File: config.mk
export PLATFORM = sky130hd
export DESIGN_NAME = conv3x3_ctrl_flat
export DESIGN_NICKNAME = d
export VERILOG_FILES = /design/src/rtl/conv3x3_ctrl_pkg.sv /design/src/rtl/conv3x3_ctrl_if.sv /design/src/rtl/conv3x3_tap_buf.sv /design/src/rtl/conv3x3_ctrl.sv /design/src/flat_wrapper.sv
export SDC_FILE = /design/constraint.sdc
export NUM_CORES = 1
export LEC_CHECK = 0
export BUFFER_PORTS_ARGS = -buffer_cell sky130_fd_sc_hd__buf_2
export CAP_MARGIN = 15
export CORE_MARGIN = 2
export CORE_UTILIZATION = 63
export CTS_CLUSTER_SIZE = 20
export DETAILED_ROUTE_END_ITERATION = 16
export GPL_TIMING_DRIVEN = 0
export PLACE_DENSITY = 0.88
export SLEW_MARGIN = 10
export SYNTH_ARGS = -nofsm -noshare
export SYNTH_HDL_FRONTEND = slang
export SYNTH_SLANG_ARGS = --single-unit
File: constraint.sdc
create_clock -name i_clk -period 12.9 [get_ports i_clk]
set_clock_uncertainty 0.05 [all_clocks]
set_input_delay 2.58 -clock i_clk [delete_from_list [all_inputs] [get_ports i_clk]]
set_output_delay 2.58 -clock i_clk [all_outputs]
set_load 0.01 [all_outputs]
File: src/rtl/conv3x3_ctrl_pkg.sv
// Shared types and sizing for the 3x3 convolution sequencing controller.
package conv3x3_ctrl_pkg;

    localparam int unsigned TAPS_C = 9;
    localparam int unsigned LAT_C  = 27;

    // Counter width able to hold the value lat (0..lat inclusive).
    function automatic int unsigned lat_w(input int unsigned lat);
        return $clog2(lat + 1);
    endfunction

    localparam int unsigned IDX_W = $clog2(TAPS_C);
    localparam int unsigned LAT_W = lat_w(LAT_C);

    typedef enum logic [2:0] {
        StIdle,
        StLoad,
        StIssue,
        StDrain,
        StDone
    } state_e;

endpackage

File: src/rtl/conv3x3_ctrl_if.sv
// Feeder, datapath and result signals of the convolution controller.
interface conv3x3_ctrl_if #(
    parameter int unsigned X_BW = 8,
    parameter int unsigned W_BW = 8,
    parameter int unsigned I_BW = 19,
    parameter int unsigned O_BW = 19
) ();

    logic                   i_clear;
    logic                   i_start;
    logic signed [I_BW-1:0] i_psum;
    logic signed [X_BW-1:0] i_x;
    logic signed [W_BW-1:0] i_w;
    logic                   i_xw_valid;
    logic                   o_xw_ready;
    logic signed [X_BW-1:0] o_dp_x;
    logic signed [W_BW-1:0] o_dp_w;
    logic signed [I_BW-1:0] o_dp_psum;
    logic signed [O_BW-1:0] i_dp_y;
    logic signed [O_BW-1:0] o_y;
    logic                   o_valid;
    logic                   i_ready;
    logic                   o_busy;

    // Controller side.
    modport slave (
        input  i_clear, i_start, i_psum, i_x, i_w, i_xw_valid, i_dp_y, i_ready,
        output o_xw_ready, o_dp_x, o_dp_w, o_dp_psum, o_y, o_valid, o_busy
    );

    // Environment side: feeder, datapath and result consumer.
    modport master (
        output i_clear, i_start, i_psum, i_x, i_w, i_xw_valid, i_dp_y, i_ready,
        input  o_xw_ready, o_dp_x, o_dp_w, o_dp_psum, o_y, o_valid, o_busy
    );

endinterface

File: src/rtl/conv3x3_tap_buf.sv
// Nine-entry {x, w} register file: one write port, one combinational read port.
module conv3x3_tap_buf
    import conv3x3_ctrl_pkg::*;
#(
    parameter int unsigned X_BW = 8,
    parameter int unsigned W_BW = 8
) (
    input  logic                   clk_i,
    input  logic                   rst_i,
    input  logic                   wr_en_i,
    input  logic [IDX_W-1:0]       wr_idx_i,
    input  logic signed [X_BW-1:0] wr_x_i,
    input  logic signed [W_BW-1:0] wr_w_i,
    input  logic [IDX_W-1:0]       rd_idx_i,
    output logic signed [X_BW-1:0] rd_x_o,
    output logic signed [W_BW-1:0] rd_w_o
);

    logic signed [X_BW-1:0] x_q [TAPS_C];
    logic signed [W_BW-1:0] w_q [TAPS_C];

    // Store one accepted tap pair at the write index.
    always_ff @(posedge clk_i or posedge rst_i) begin
        if (rst_i) begin
            for (int i = 0; i < TAPS_C; i++) begin
                x_q[i] <= '0;
                w_q[i] <= '0;
            end
        end else if (wr_en_i) begin
            x_q[wr_idx_i] <= wr_x_i;
            w_q[wr_idx_i] <= wr_w_i;
        end
    end

    assign rd_x_o = x_q[rd_idx_i];
    assign rd_w_o = w_q[rd_idx_i];

endmodule

File: src/rtl/conv3x3_ctrl.sv
// Sequencer: buffers a 3x3 window, replays it gap-free to the MAC datapath,
// waits out the pipeline latency and presents the result on valid/ready.
module conv3x3_ctrl
    import conv3x3_ctrl_pkg::*;
#(
    parameter int unsigned X_BW = 8,
    parameter int unsigned W_BW = 8,
    parameter int unsigned I_BW = 19,
    parameter int unsigned O_BW = 19,
    parameter int unsigned TAPS = TAPS_C,
    parameter int unsigned LAT  = LAT_C
) (
    input  logic           i_clk,
    input  logic           i_rst,
    conv3x3_ctrl_if.slave  bus
);

    localparam int unsigned      CntW    = lat_w(LAT);
    localparam logic [IDX_W-1:0] LastIdx = IDX_W'(TAPS - 1);
    localparam logic [CntW-1:0]  LastLat = CntW'(LAT - 1);

    state_e                 state_q;
    logic [IDX_W-1:0]       wr_idx_q;
    logic [IDX_W-1:0]       rd_idx_q;
    logic [CntW-1:0]        lat_q;
    logic signed [I_BW-1:0] psum_q;
    logic signed [X_BW-1:0] dp_x_q;
    logic signed [W_BW-1:0] dp_w_q;
    logic signed [I_BW-1:0] dp_psum_q;
    logic signed [O_BW-1:0] y_q;
    logic                   valid_q;

    logic                   wr_en;
    logic [IDX_W-1:0]       rd_addr;
    logic signed [X_BW-1:0] rd_x;
    logic signed [W_BW-1:0] rd_w;

    // Buffer write on each LOAD handshake; an abort in the same cycle wins.
    always_comb begin
        wr_en = (state_q == StLoad) && bus.i_xw_valid && !bus.i_clear;
    end

    // Read one tap ahead of the drive registers: tap 0 while loading, then rd_idx+1.
    always_comb begin
        rd_addr = '0;
        if (state_q == StIssue && rd_idx_q != LastIdx) begin
            rd_addr = rd_idx_q + 1'b1;
        end
    end

    conv3x3_tap_buf #(
        .X_BW (X_BW),
        .W_BW (W_BW)
    ) u_tap_buf (
        .clk_i    (i_clk),
        .rst_i    (i_rst),
        .wr_en_i  (wr_en),
        .wr_idx_i (wr_idx_q),
        .wr_x_i   (bus.i_x),
        .wr_w_i   (bus.i_w),
        .rd_idx_i (rd_addr),
        .rd_x_o   (rd_x),
        .rd_w_o   (rd_w)
    );

    // Job FSM with counters and registered datapath/result drives.
    always_ff @(posedge i_clk or posedge i_rst) begin
        if (i_rst) begin
            state_q   <= StIdle;
            wr_idx_q  <= '0;
            rd_idx_q  <= '0;
            lat_q     <= '0;
            psum_q    <= '0;
            dp_x_q    <= '0;
            dp_w_q    <= '0;
            dp_psum_q <= '0;
            y_q       <= '0;
            valid_q   <= 1'b0;
        end else if (bus.i_clear) begin
            // o_y deliberately keeps its last value across an abort.
            state_q   <= StIdle;
            wr_idx_q  <= '0;
            rd_idx_q  <= '0;
            lat_q     <= '0;
            dp_x_q    <= '0;
            dp_w_q    <= '0;
            dp_psum_q <= '0;
            valid_q   <= 1'b0;
        end else begin
            unique case (state_q)
                StIdle: begin
                    if (bus.i_start) begin
                        psum_q   <= bus.i_psum;
                        wr_idx_q <= '0;
                        state_q  <= StLoad;
                    end
                end
                StLoad: begin
                    if (bus.i_xw_valid) begin
                        if (wr_idx_q == LastIdx) begin
                            // Tap 0 goes out on the cycle right after the last acceptance.
                            wr_idx_q  <= '0;
                            rd_idx_q  <= '0;
                            dp_x_q    <= rd_x;
                            dp_w_q    <= rd_w;
                            dp_psum_q <= psum_q;
                            state_q   <= StIssue;
                        end else begin
                            wr_idx_q <= wr_idx_q + 1'b1;
                        end
                    end
                end
                StIssue: begin
                    if (rd_idx_q == LastIdx) begin
                        rd_idx_q <= '0;
                        lat_q    <= '0;
                        dp_x_q   <= '0;
                        dp_w_q   <= '0;
                        state_q  <= StDrain;
                    end else begin
                        rd_idx_q <= rd_idx_q + 1'b1;
                        dp_x_q   <= rd_x;
                        dp_w_q   <= rd_w;
                    end
                end
                StDrain: begin
                    if (lat_q == LastLat) begin
                        lat_q     <= '0;
                        y_q       <= bus.i_dp_y;
                        valid_q   <= 1'b1;
                        dp_psum_q <= '0;
                        state_q   <= StDone;
                    end else begin
                        lat_q <= lat_q + 1'b1;
                    end
                end
                StDone: begin
                    if (bus.i_ready) begin
                        valid_q <= 1'b0;
                        state_q <= StIdle;
                    end
                end
                default: state_q <= StIdle;
            endcase
        end
    end

    assign bus.o_xw_ready = (state_q == StLoad);
    assign bus.o_busy     = (state_q != StIdle);
    assign bus.o_dp_x     = dp_x_q;
    assign bus.o_dp_w     = dp_w_q;
    assign bus.o_dp_psum  = dp_psum_q;
    assign bus.o_y        = y_q;
    assign bus.o_valid    = valid_q;

endmodule

File: src/flat_wrapper.sv
// flat-port wrapper written by rule: the top's interface ports become plain ports
module conv3x3_ctrl_flat import conv3x3_ctrl_pkg::*;
#(
    parameter int unsigned X_BW = 8,
    parameter int unsigned W_BW = 8,
    parameter int unsigned I_BW = 19,
    parameter int unsigned O_BW = 19,
    parameter int unsigned TAPS = TAPS_C,
    parameter int unsigned LAT  = LAT_C
)
  (i_clk, i_rst, bus_i_clear, bus_i_start, bus_i_psum, bus_i_x, bus_i_w, bus_i_xw_valid, bus_i_dp_y, bus_i_ready, bus_o_xw_ready, bus_o_dp_x, bus_o_dp_w, bus_o_dp_psum, bus_o_y, bus_o_valid, bus_o_busy);
  conv3x3_ctrl_if #(.X_BW(X_BW), .W_BW(W_BW), .I_BW(I_BW), .O_BW(O_BW)) bus_i ();
  input  logic i_clk;
  input  logic i_rst;
  input wire logic [$bits(bus_i.i_clear)-1:0] bus_i_clear;
  input wire logic [$bits(bus_i.i_start)-1:0] bus_i_start;
  input wire logic [$bits(bus_i.i_psum)-1:0] bus_i_psum;
  input wire logic [$bits(bus_i.i_x)-1:0] bus_i_x;
  input wire logic [$bits(bus_i.i_w)-1:0] bus_i_w;
  input wire logic [$bits(bus_i.i_xw_valid)-1:0] bus_i_xw_valid;
  input wire logic [$bits(bus_i.i_dp_y)-1:0] bus_i_dp_y;
  input wire logic [$bits(bus_i.i_ready)-1:0] bus_i_ready;
  output wire logic [$bits(bus_i.o_xw_ready)-1:0] bus_o_xw_ready;
  output wire logic [$bits(bus_i.o_dp_x)-1:0] bus_o_dp_x;
  output wire logic [$bits(bus_i.o_dp_w)-1:0] bus_o_dp_w;
  output wire logic [$bits(bus_i.o_dp_psum)-1:0] bus_o_dp_psum;
  output wire logic [$bits(bus_i.o_y)-1:0] bus_o_y;
  output wire logic [$bits(bus_i.o_valid)-1:0] bus_o_valid;
  output wire logic [$bits(bus_i.o_busy)-1:0] bus_o_busy;
  assign bus_i.i_clear = bus_i_clear;
  assign bus_i.i_start = bus_i_start;
  assign bus_i.i_psum = bus_i_psum;
  assign bus_i.i_x = bus_i_x;
  assign bus_i.i_w = bus_i_w;
  assign bus_i.i_xw_valid = bus_i_xw_valid;
  assign bus_i.i_dp_y = bus_i_dp_y;
  assign bus_i.i_ready = bus_i_ready;
  assign bus_o_xw_ready = bus_i.o_xw_ready;
  assign bus_o_dp_x = bus_i.o_dp_x;
  assign bus_o_dp_w = bus_i.o_dp_w;
  assign bus_o_dp_psum = bus_i.o_dp_psum;
  assign bus_o_y = bus_i.o_y;
  assign bus_o_valid = bus_i.o_valid;
  assign bus_o_busy = bus_i.o_busy;
  conv3x3_ctrl #(.X_BW(X_BW), .W_BW(W_BW), .I_BW(I_BW), .O_BW(O_BW), .TAPS(TAPS), .LAT(LAT)) u_core (.i_clk(i_clk), .i_rst(i_rst), .bus(bus_i));
endmodule
Word-level counts from Yosys, hierarchy flattened
Cells that the tools add are included.
{ "word_totals": {"reg_bits": 234, "out_inout_bits": 57, "word_cells": 123} }
{ "op_classes": {"addsub": 3, "n_lt_le_gt_ge": 3, "eq_ne": 14, "n_mux": 52, "n_bitwise": 3, "n_reduce_logical": 20} }
{ "op_table": {"columns": ["operator", "count"], "rows": [
  ["$bwmux W72", 2],
  ["$mux W8", 13],
  ["$mux W19", 4],
  ["$bmux W8 S4", 2],
  ["$pmux W19 S2", 1],
  ["$mux W4", 9],
  ["$demux W8 S4", 1],
  ["$pmux W8 S2", 2],
  ["$mux W3", 7],
  ["$reduce_bool A3 Y1", 6],
  ["$pmux W4 S2", 2],
  ["$mux W5", 3],
  ["$pmux W3 S5", 1],
  ["$reduce_and A3 Y1", 5],
  ["$ne A3 B3 Y1 const B", 4],
  ["$ge A5 B5 Y1 const B", 2],
  ["$not A4 Y5", 2],
  ["$pmux W5 S2", 1],
  ["$add A4 B1 Y4 const B", 2],
  ["$eq A4 B4 Y1 const B", 2],
  ["$eq A3 B2 Y1 const B", 2],
  ["$ne A3 B2 Y1 const B", 2],
  ["$reduce_and A6 Y1", 1],
  ["$add A5 B1 Y5 const B", 1],
  ["other kinds (13)", 18]
]} }

Longest topological paths before layout
Gate-level depths: netlist of the first run.
{ "logic_depth": {"word_depth": 11, "depth_mapped": 10, "depth_no_buf": 7} }

By module
Synthesis of the first run repeated with hierarchy kept, for this count alone.
{ "hier_totals": {"hier_cells": 770, "area_unflattened_um2": 10526.3} }
{ "modules_own_cells": {"columns": ["mod", "instances", "cells_per_inst", "area_per_inst_um2", "seq_area_each_um2"], "rows": [
  ["conv3x3_tap_buf", 1, 445, 6597.6, 3603.5],
  ["conv3x3_ctrl", 1, 325, 3928.8, 2252.2]
]} }

Worst setup path after synthesis of the first run
OpenSTA, ideal clock, no wires.
{ "synth_timing": {"kind": "in2reg", "startpoint": "in bus_i_clear", "endpoint": "reg u_core.u_tap_buf.w_q[0] (netlist name)", "setup_ns": 0.125, "arrival_ns": 3.870, "required_time_ns": 12.725, "slack_ns": 8.855, "path_stages": 5, "path_buffers": 2, "path_cell_list": "or2_2 > clkbuf_1 > nor3_4 > buf_4 > mux2_2"} }
{ "synth_between": {"elab_chain_cells": 2} }
{ "synth_lines": {"columns": ["element", "line", "source"], "rows": [
  ["start, declared", "flat_wrapper.sv:15", "input wire logic [$bits(bus_i.i_clear)-1:0] bus_i_clear;"],
  ["$logic_not A1 Y1", "conv3x3_ctrl.sv:40", "wr_en = (state_q == StLoad) && bus.i_xw_valid && !bus.i_clear;"],
  ["$logic_and A1 B1 Y1", "conv3x3_ctrl.sv:40", null],
  ["end signal, assigned by index", "conv3x3_tap_buf.sv:31", "w_q[wr_idx_i] <= wr_w_i;"],
  ["end, declared", "conv3x3_tap_buf.sv:20", "logic signed [W_BW-1:0] w_q [TAPS_C];"]
]} }
No other way between the ends.
A chain may end at the register's enable or synchronous reset.

Worst setup path in the final report of the first run
{ "layout_timing": {"startpoint": "reg u_core.state_q[0]", "endpoint": "out bus_o_busy"} }
{ "layout_between": {"elab_chain_cells": 1} }
{ "layout_lines": {"columns": ["element", "line", "source"], "rows": [
  ["start, declared", "conv3x3_ctrl.sv:22", "state_e state_q;"],
  ["start signal, assigned", "conv3x3_ctrl.sv:69", "state_q <= StIdle;"],
  ["start signal, assigned", "conv3x3_ctrl.sv:81", "state_q <= StIdle;"],
  ["start signal, assigned", "conv3x3_ctrl.sv:95", "state_q <= StLoad;"],
  ["$reduce_bool A3 Y1", "conv3x3_ctrl.sv:149", "assign bus.o_busy = (state_q != StIdle);"],
  ["end, declared", "flat_wrapper.sv:29", "output wire logic [$bits(bus_i.o_busy)-1:0] bus_o_busy;"]
]} }
No other way between the ends.

==> results.cfg, run 1 <==
[outcome]
status = finished clean

[route]
wl_per_cell_um = 22.1
wl_mm = 26.3
drc = 0
num_vias = 7492
drt_iter0_markers = 842
ant_nets = 0
viasPerCell = 6.30
drt-pass1-iter-count = 5

[setup_path]
cp_common_cell = buf_2
cp.required_ns = 10.27
critPathLaunchType = register
reg2reg_slack_ns = 9.75
r2r_start = u_core.rd_idx_q[0]
r2r_cells = 9
critPathCaptureType = output port
crit_chain = buf_2 > nor2_1 > nand2_1 > buf_2
slowest_delay_ns = 0.39
r2r-end = u_core.bus.o_dp_w[3]
path_buf_inv = 2
crit_family = simple AND/OR/NAND/NOR gates
crit_fanout = 10
critical_path_class = reg -> out
slowest_stage = dfrtp_1
cp.arrival_ns = 1.65

[power_and_ir_drop]
ir_drop_mv = 0.132
p_leak_nw = 5.97
p_total_mw = 1.64
powerDensity_nw_per_um2 = 134

[flow_run]
maxCapViolCount = 0

[global_routing]
grt_pass1_vias = 7685
grt_max_degree = 124
grt_overflow = 0
antenna_found_initial = 0
met3_usage_pct = 4.16
grt_pass1_wl_mm = 41.5
grtUsageMet2_pct = 49.1
use_met1_pct = 40.7
grt_usage_pct = 29.9
top_usage_layer = met2

[placement]
dpl-instance-area_um2 = 11500
port_buffers = 116
dp_hpwl_mm = 16.8
place_congestion = 0.908

[sta]
rsz0062_at_grt = false
setup_tns_ns = 0
max_freq_mhz = 234
maxSlewHeadroom_pct = 42.2
period_needed_ns = 4.28
max_slew.worst_pin.slew_ns = 0.861
hold_violations = 0
holdWs_ns = 0.423
drv_slew = 0
setup_viol = 0
fin_crit_sh_pct = 33.2

[worst_hold_path]
hold_depth = 2
hold_path_class = reg -> reg
min_to = u_core.bus.o_dp_psum[3]
min-delay-start = u_core.bus.o_dp_psum[3]

[layout]
final_common_cell = dfrtp_1
finish.net_count = 1023
drive_above_1_share_pct = 42.0
num_antenna_cells = 0
final_cell_area_um2 = 12300
area_growth_pct = 15.7
multi_input_area_um2 = 4460
seqCellArea_um2 = 5860
fill_cells = 1032
layout_common_cells = dfrtp_1, mux2_2, buf_2

[floorplanning]
die_w_um = 134
die_h_um = 134
rows = 47
die-area_um2 = 17900
start_util_pct = 64.3
core-area_um2 = 16500
num_io_pins = 117

[clock_tree]
postCtsSetupBuffers = 0
cts.clk_slew.worst_paths_ns = 0.06
cts-resized-gates = 0
numClockSinks = 234
clk_latency_ns = 0.51
clockBufferDepth = 3
cts_buffers = 23
cts-htree-levels = 1
root_buffer = clkbuf_16
cts_hold_buf = 0
cts_tree = yes

[yosys]
seq_area_frac_synth_pct = 55.1
synth-edff-count = 0
yosysUniqueCellTypes = 61
syn-cell-area_um2 = 10600
avgSynthCellArea_um2 = 13.1
synthFlopType = dfrtp_1
ys_warn_count = 0
async_flop_share_pct = 100
synth-seq-cells = 234
syn-num-nets = 880
netlist_instances = 812
cell type report:
class | instances | share of cell area [%]
clock inverters | 9 | 0.835
plain buffers | 43 | 2.22
clock buffers | 30 | 5.23
repair buffers | 118 | 5.17
well taps | 220 | 2.24
flip-flops and latches | 234 | 47.7
inverters | 8 | 0.306
multi-input cells | 527 | 36.3
synth_stat cells (all sizes together), types with 5 or more instances:
cell type	instances	area [um2]
dfrtp	234	5860
mux2	187	2110
nand2	73	294
o21ai	49	245
a21oi	37	193
buf	34	238
nor2	22	108
mux2i	15	150
a22oi	11	82.6
mux4	11	270
nand3	10	65.1
clkbuf	9	35.0
nor3	9	61.3
o221ai	9	78.8
ha	8	100
inv	8	30.0
or3	8	55.1
nand2b	7	43.8
a31oi	6	37.5
a32o	6	60.1
a21o	5	37.5
nor2b	5	31.3
o211a	5	50.1
o31ai	5	37.5
per-layer routing:
metal  vias to the layer above  wire [um]  share of wire, %
met2                       329      13000                49
met5                         -          0                 0
met1                      3796      10500                40
met4                         0       1050               4.0
met3                        81       1760               6.7
li1                       3286          -                 -
worst max-delay path by stage:
stage	endpoint	slack [ns]	depth (start not counted)	from
after floorplan	u_core.bus.o_dp_psum[0]	3.85	1	i_rst
after global placement	u_core.u_tap_buf.x_q[28]	1.47	2	i_rst
after detailed placement	u_core.u_tap_buf.w_q[5]	8.30	6	bus_i_clear
after CTS	bus_o_busy	8.61	4	u_core.state_q[0]
after global routing	bus_o_busy	8.55	4	u_core.state_q[0]
final	bus_o_busy	8.62	4	u_core.state_q[0]
sequential cells by signal (all words and copies together) (netlist names):
| signal | cells |
|---|---|
| u_core.wr_idx_q | 4 |
| u_core.u_tap_buf.x_q | 72 |
| u_core.u_tap_buf.w_q | 72 |
| u_core.psum_q | 19 |
| u_core.bus.o_dp_psum | 19 |
| u_core.state_q | 3 |
| u_core.bus.o_y | 19 |
| u_core.bus.o_dp_x | 8 |
| u_core.rd_idx_q | 4 |
| u_core.bus.o_dp_w | 8 |
| u_core.lat_q | 5 |
| u_core.bus.o_valid | 1 |
power by group:
part | leakage (nW) | internal (mW) | total [mW] | switching, mW
Combinational | 2.46 | 0.0748 | 0.149 | 0.0740
Clock | 0.360 | 0.389 | 0.666 | 0.277
Sequential | 3.15 | 0.793 | 0.826 | 0.0336
Total | 5.97 | 1.26 | 1.64 | 0.384
worst register-to-register path, cell delays in order, from the launching register on:
cell and delay (ns):
dfrtp_1 0.45, inv_1 0.24, clkbuf_1 0.54, ha_1 0.37, buf_2 0.24, buf_4 0.23, a21oi_1 0.18, a211oi_1 0.10
a2111oi_0 0.50, a221o_1 0.19
kinds of logic (layout without fill, tap and decap cells):
kind of cell    Yosys count  after routing  share of synthesized area (%)
xor+xnor                  4              4                          0.471
simple gates            146            146                           7.23
buf+inv                  51            208                           2.85
flops                   234            234                           55.1
mux                     213            213                           23.8
compound gates          156            156                           9.58
fa+ha+maj                 8              8                          0.943
per-stage QoR:
stage	util, %	worst slack [ns]	instances
2_1_floorplan	-	3.85	812
3_3_place_gp	69.4	1.47	1148
3_5_place_dp	69.8	8.30	1150
4_1_cts	74.3	8.61	1189
5_1_grt	74.3	8.55	1189
6_report	74.3	8.62	1189
Note: power is estimated with default switching activity, not from simulation.
==> run 2, diff against run 1 <==
CORE_UTILIZATION = 59   (was 63)
PLACE_DENSITY = 0.83   (was 0.88)
clock period = 4.4 ns   (was 12.9 ns; I/O delays follow)
==> run 2 against run 1 <==
Effect of this change:
- power increased to 3.1 times the previous value
- sequential power rose to 2.9 times the previous value
- global-route usage shrank 2.3 points
- critical path type is now reg -> reg
- utilization down 4.0 points
- register-to-register slack got worse by 8.6 ns
- die area is 6.6% higher
- critical path depth increased by 5
- combinational power rose to 3.0 times the previous value
- non-clock buffer count up 5
- first-iteration DRC count fell by 41%
==> results.cfg, run 2 (synthesized netlist as in run 1, its figures left out) <==
[power_and_ir_drop]
p_leak_nw = 6.10
powerDensity_nw_per_um2 = 407
ir_drop_mv = 0.387

[setup_path]
slowest_stage = clkbuf_1
crit_fanout = 10
critPathLaunchType = register
slowest_delay_ns = 0.57
cp_common_cell = clkbuf_1
critical_path_class = reg -> reg
crit_chain = inv_1 > clkbuf_1 > ha_1 > buf_2 > buf_4 > clkbuf_1 > o21ai_0 > a21oi_1 > o31ai_1
critPathCaptureType = register
cp.arrival_ns = 3.61
reg2reg_slack_ns = 1.11
cp.required_ns = 4.72

[floorplanning]
rows = 49
die_w_um = 138
core-area_um2 = 17800
num_io_pins = 117
die-area_um2 = 19100
die_h_um = 138
start_util_pct = 59.5

[route]
ant_nets = 0
drt-pass1-iter-count = 8
wl_per_cell_um = 21.7
drt_iter0_markers = 498
wl_mm = 26.3
num_vias = 7525
viasPerCell = 6.21
drc = 0

[global_routing]
grt_pass1_vias = 7840
antenna_found_initial = 0
grt_max_degree = 39
grt_pass1_wl_mm = 42.2
grt_overflow = 0
grt_usage_pct = 27.6

[placement]
place_congestion = 0.926
port_buffers = 116
dpl-instance-area_um2 = 11600
place_ws_ns = 1.27
dp_hpwl_mm = 17.2

[clock_tree]
postCtsSetupBuffers = 0
cts_buffers = 26
clk_latency_ns = 0.54
cts-htree-levels = 1
cts_tree = yes
cts_hold_buf = 0
cts-resized-gates = 0
numClockSinks = 234
clockBufferDepth = 3
cts.clk_slew.worst_paths_ns = 0.06
root_buffer = clkbuf_16

[sta]
setup_ws_ns = 1.11
max_freq_mhz = 304
holdWs_ns = 0.391
period_needed_ns = 3.29
maxSlewHeadroom_pct = 40.3
rsz0062_at_grt = false
setup_viol = 0
hold_violations = 0
drv_slew = 0
setup_tns_ns = 0
fin_crit_sh_pct = 74.8
max_slew.worst_pin.slew_ns = 0.890

[layout]
final_cell_area_um2 = 12600
fill_cells = 1208
num_antenna_cells = 0
final_common_cell = dfrtp_1
fin_util_pct = 70.3
drive_above_1_share_pct = 42.7
finish.net_count = 1031
reg_top3 = u_core.u_tap_buf.w_q x72, u_core.u_tap_buf.x_q x72
area_growth_pct = 18.2
layout_common_cells = dfrtp_1, mux2_2, buf_2

[worst_hold_path]
hold_path_class = in -> async

[flow_run]
maxCapViolCount = 0

[outcome]
status = finished clean
==> run 2: final timing paths <==
path | end | from | cells after the start
hold / removal | u_core.rd_idx_q[3] | i_rst | 2
setup reg to reg | u_core.bus.o_dp_x[2] | u_core.rd_idx_q[0] | 9
setup / recovery | u_core.bus.o_dp_x[2] | u_core.rd_idx_q[0] | 9
hold reg to reg | u_core.bus.o_dp_psum[0] | u_core.bus.o_dp_psum[0] | 2
min in group i_clk | u_core.bus.o_dp_psum[0] | u_core.bus.o_dp_psum[0] | 2
max in group asynchronous | u_core.u_tap_buf.w_q[19] | i_rst | 6
==> run 2: power breakdown <==
part	internal, mW	switching (mW)	total [mW]
registers	2.32	0.0928	2.42
logic	0.227	0.214	0.441
clock network	1.38	0.879	2.26
total	3.93	1.19	5.11
==> run 2: final cells by class <==
cell class | count | area [um2] | area share (%)
tap | 229 | 287 | 2.28
sequential | 234 | 5860 | 46.7
multi-input combinational | 527 | 4460 | 35.5
buffer | 43 | 273 | 2.17
clock inverter | 7 | 109 | 0.867
timing repair buffer | 123 | 728 | 5.80
inverter | 8 | 33.8 | 0.269
clock buffer | 40 | 803 | 6.40
==> run 2: per-layer routing <==
layer	part of all wire (%)	GRT usage [%]	vias up	wire [um]
met1	41	37.0	3825	10700
met3	7.2	5.13	87	1900
li1	-	-	3294	-
met4	3.8	10.3	0	991
met2	48	45.5	319	12700
met5	0	0	-	0
==> run 2: worst max-delay path: cells and delay by family (launching register included) <==
kind                       cells  cell delay (ns)
adders and majority gates      1             0.28
AOI/OAI and AO/OA              3             0.45
DFF                            1             0.43
buffers and inverters          5             1.92
==> run 2: per-stage QoR <==
step | cells | power, mW
finish | 1211 | 5.11
global placement | 1157 | 2.84
global route | 1211 | 5.29
detailed placement | 1164 | 2.88
CTS | 1211 | 5.13
floorplan | 812 | 2.72
==> run 3, diff against run 2 <==
ABC_AREA = 1   (was not set)
CORE_UTILIZATION = 53   (was 59)
PLACE_DENSITY = 0.79   (was 0.83)
clock period = 2.85 ns   (was 4.4 ns; I/O delays follow)
==> run 3 against run 2 <==
Effect of this change:
- wire length is 12% higher
- global-route usage is 0.11 points higher
- final area is 0.67% lower
- clock power is 44% higher
- non-clock buffer count is 25 higher
- combinational power grew to 6.8 times the previous value
- cell count is 35% higher
- synthesized area is 0.58% lower
- worst hold slack worse by 0.25 ns
- first-iteration DRC count is 83% higher
- via count is 23% higher
- largest power group unchanged
==> results.cfg, run 3 <==
[layout]
fill_cells = 1618
layout_common_cells = nand2_1, dfrtp_1, o21ai_0
drive_above_1_share_pct = 20.1
final_common_cell = nand2_1
finish.net_count = 1416
final_cells = 1632
area_growth_pct = 18.1
num_antenna_cells = 0
final_cell_area_um2 = 12500
reg_top3 = u_core.u_tap_buf.w_q x72, u_core.u_tap_buf.x_q x72

[setup_path]
crit_fanout = 10
critPathLaunchType = register
r2r_start = u_core.rd_idx_q[0]
cp.arrival_ns = 3.12
critical_path_class = reg -> reg
r2r_cells = 13
r2r-end = u_core.bus.o_dp_w[6]
reg2reg_slack_ns = 0.14
cp.required_ns = 3.26
critPathCaptureType = register

[floorplanning]
core-area_um2 = 19500
num_io_pins = 117
die-area_um2 = 21100
rows = 51
die_h_um = 145
start_util_pct = 54.1
die_w_um = 145

[sta]
maxSlewHeadroom_pct = 46.7
setup_viol = 0
drv_slew = 0
setup_tns_ns = 0
max_freq_mhz = 369
period_needed_ns = 2.71
hold_violations = 0
rsz0062_at_grt = false
fin_crit_sh_pct = 95.1
holdWs_ns = 0.140
max_slew.worst_pin.slew_ns = 0.799

[global_routing]
antenna_found_initial = 0
grt_usage_pct = 27.7
grt_max_degree = 37
grt_pass1_wl_mm = 46.9
grt_pass1_vias = 8825
grt_overflow = 0

[yosys]
ys_top_cells_by_area = dfrtp_1, nand2_1, o21ai_0
async_flop_share_pct = 100
ys_warn_count = 0
synthFlopType = dfrtp_1
avgSynthCellArea_um2 = 8.81
synth-compound-area-share_pct = 10.1
synth-seq-cells = 234
synthSimpleGateAreaFrac_pct = 24.4
muxShareOfSynthArea_pct = 4.05
yosysMostFrequentCell = nand2_1
synth_top_family_by_area = simple AND/OR/NAND/NOR gates
synth-edff-count = 0
seq_area_frac_synth_pct = 55.5
syn-cell-area_um2 = 10600
synth_top_area_share_pct = 55.5
synthTopCellsByCount = nand2_1, dfrtp_1, o21ai_0
synthAdderAreaFrac_pct = 0.948
netlist_instances = 1199
synth_top_area_cell = dfrtp_1
yosysUniqueCellTypes = 31
synth-xor-area-share_pct = 0.0829
syn-num-nets = 1267

[clock_tree]
cts_tree = yes
cts-htree-levels = 1
cts_buffers = 26
root_buffer = clkbuf_16
postCtsSetupBuffers = 0
cts.clk_slew.worst_paths_ns = 0.06
clk_latency_ns = 0.53
clockBufferDepth = 3
cts_hold_buf = 0
numClockSinks = 234

[route]
ant_nets = 0
wl_per_cell_um = 18.0
drt_iter0_markers = 910
drt-pass1-iter-count = 8
wl_mm = 29.3
drc = 0
viasPerCell = 5.66
num_vias = 9245

[flow_run]
maxCapViolCount = 0

[placement]
dp_hpwl_mm = 20.7
dp_cells = 1586
dpl-instance-area_um2 = 11600
place_congestion = 0.955
port_buffers = 116

[power_and_ir_drop]
p_total_mw = 10.8
ir_drop_mv = 0.473
powerDensity_nw_per_um2 = 868
p_leak_nw = 6.12

[worst_hold_path]
hold_path_class = in -> async

[outcome]
status = finished clean
## run 3: changes by cell type after synthesis, sizes merged, moves of 42 or more
cell and change:
nand2 +294, nand3 +151, mux2 -149, o21ai +123, inv +48, clkbuf +42
## run 3: metal layers
metal / track usage [%] / part of all wire (%) / vias to the layer above
met1: 38.1 / 41 / 4422
li1: - / - / 4282
met2: 44.0 / 46 / 470
met4: 10.2 / 4.1 / 0
met5: 0 / 0 / -
met3: 5.63 / 9.1 / 71
## run 3: metrics by stage
step,setup WS (ns),util [%]
floorplan,-0.834,-
global placement,-2.17,58.8
detailed placement,-0.367,59.4
CTS,0.110,63.6
global route,0.00119,63.8
finish,0.140,63.8
## run 3: logic make-up (layout without fill, tap and decap cells)
kind of cell	count (synthesis)	after routing
fa+ha+maj	8	8
compound gates	198	198
buf+inv	126	294
mux	38	38
simple gates	594	594
flops	234	234
xor+xnor	1	1
## run 3: worst max path at each step
stage | cells after the start | slack (ns) | endpoint | start
2_1_floorplan | 1 | -0.83 | u_core.bus.o_dp_psum[0] | i_rst
3_3_place_gp | 2 | -2.17 | u_core.u_tap_buf.w_q[57] | i_rst
3_5_place_dp | 14 | -0.37 | u_core.bus.o_dp_w[6] | u_core.rd_idx_q[0]
4_1_cts | 14 | 0.11 | u_core.bus.o_dp_x[2] | u_core.rd_idx_q[0]
5_1_grt | 12 | 0.001 | u_core.bus.o_dp_w[0] | u_core.rd_idx_q[0]
6_report | 13 | 0.14 | u_core.bus.o_dp_w[6] | u_core.rd_idx_q[0]
## run 3: worst max-delay path: stages, from the launching register on
cell	delay, ns
dfrtp_2	0.50
inv_1	0.15
clkbuf_4	0.22
ha_1	0.24
nand2_1	0.10
nor2_2	0.06
nor2_4	0.16
clkbuf_1	0.41
nand3_1	0.13
nand3_1	0.11
nand3_1	0.14
nand3_1	0.21
nand2_1	0.09
nand2_1	0.07
## run 3: timing repair
action,4_1_cts,5_1_grt
endpoints found under the setup margin,16,16
gates resized for setup,6,25
pin swaps,0,0
## run 3: cell type report
type	instances	area (um2)	area share, %
sequential	234	5860	47.0
multi-input combinational	839	4200	33.7
clock buffer	41	768	6.16
timing repair buffer	122	701	5.62
buffer	69	332	2.66
tap	265	332	2.66
inverter	56	214	1.72
clock inverter	6	61.3	0.492
## run 3: power by group
group          switching (mW)  internal [mW]
sequential              0.464           4.08
clock                    1.33           1.93
combinational            1.91           1.10
total                    3.71           7.11
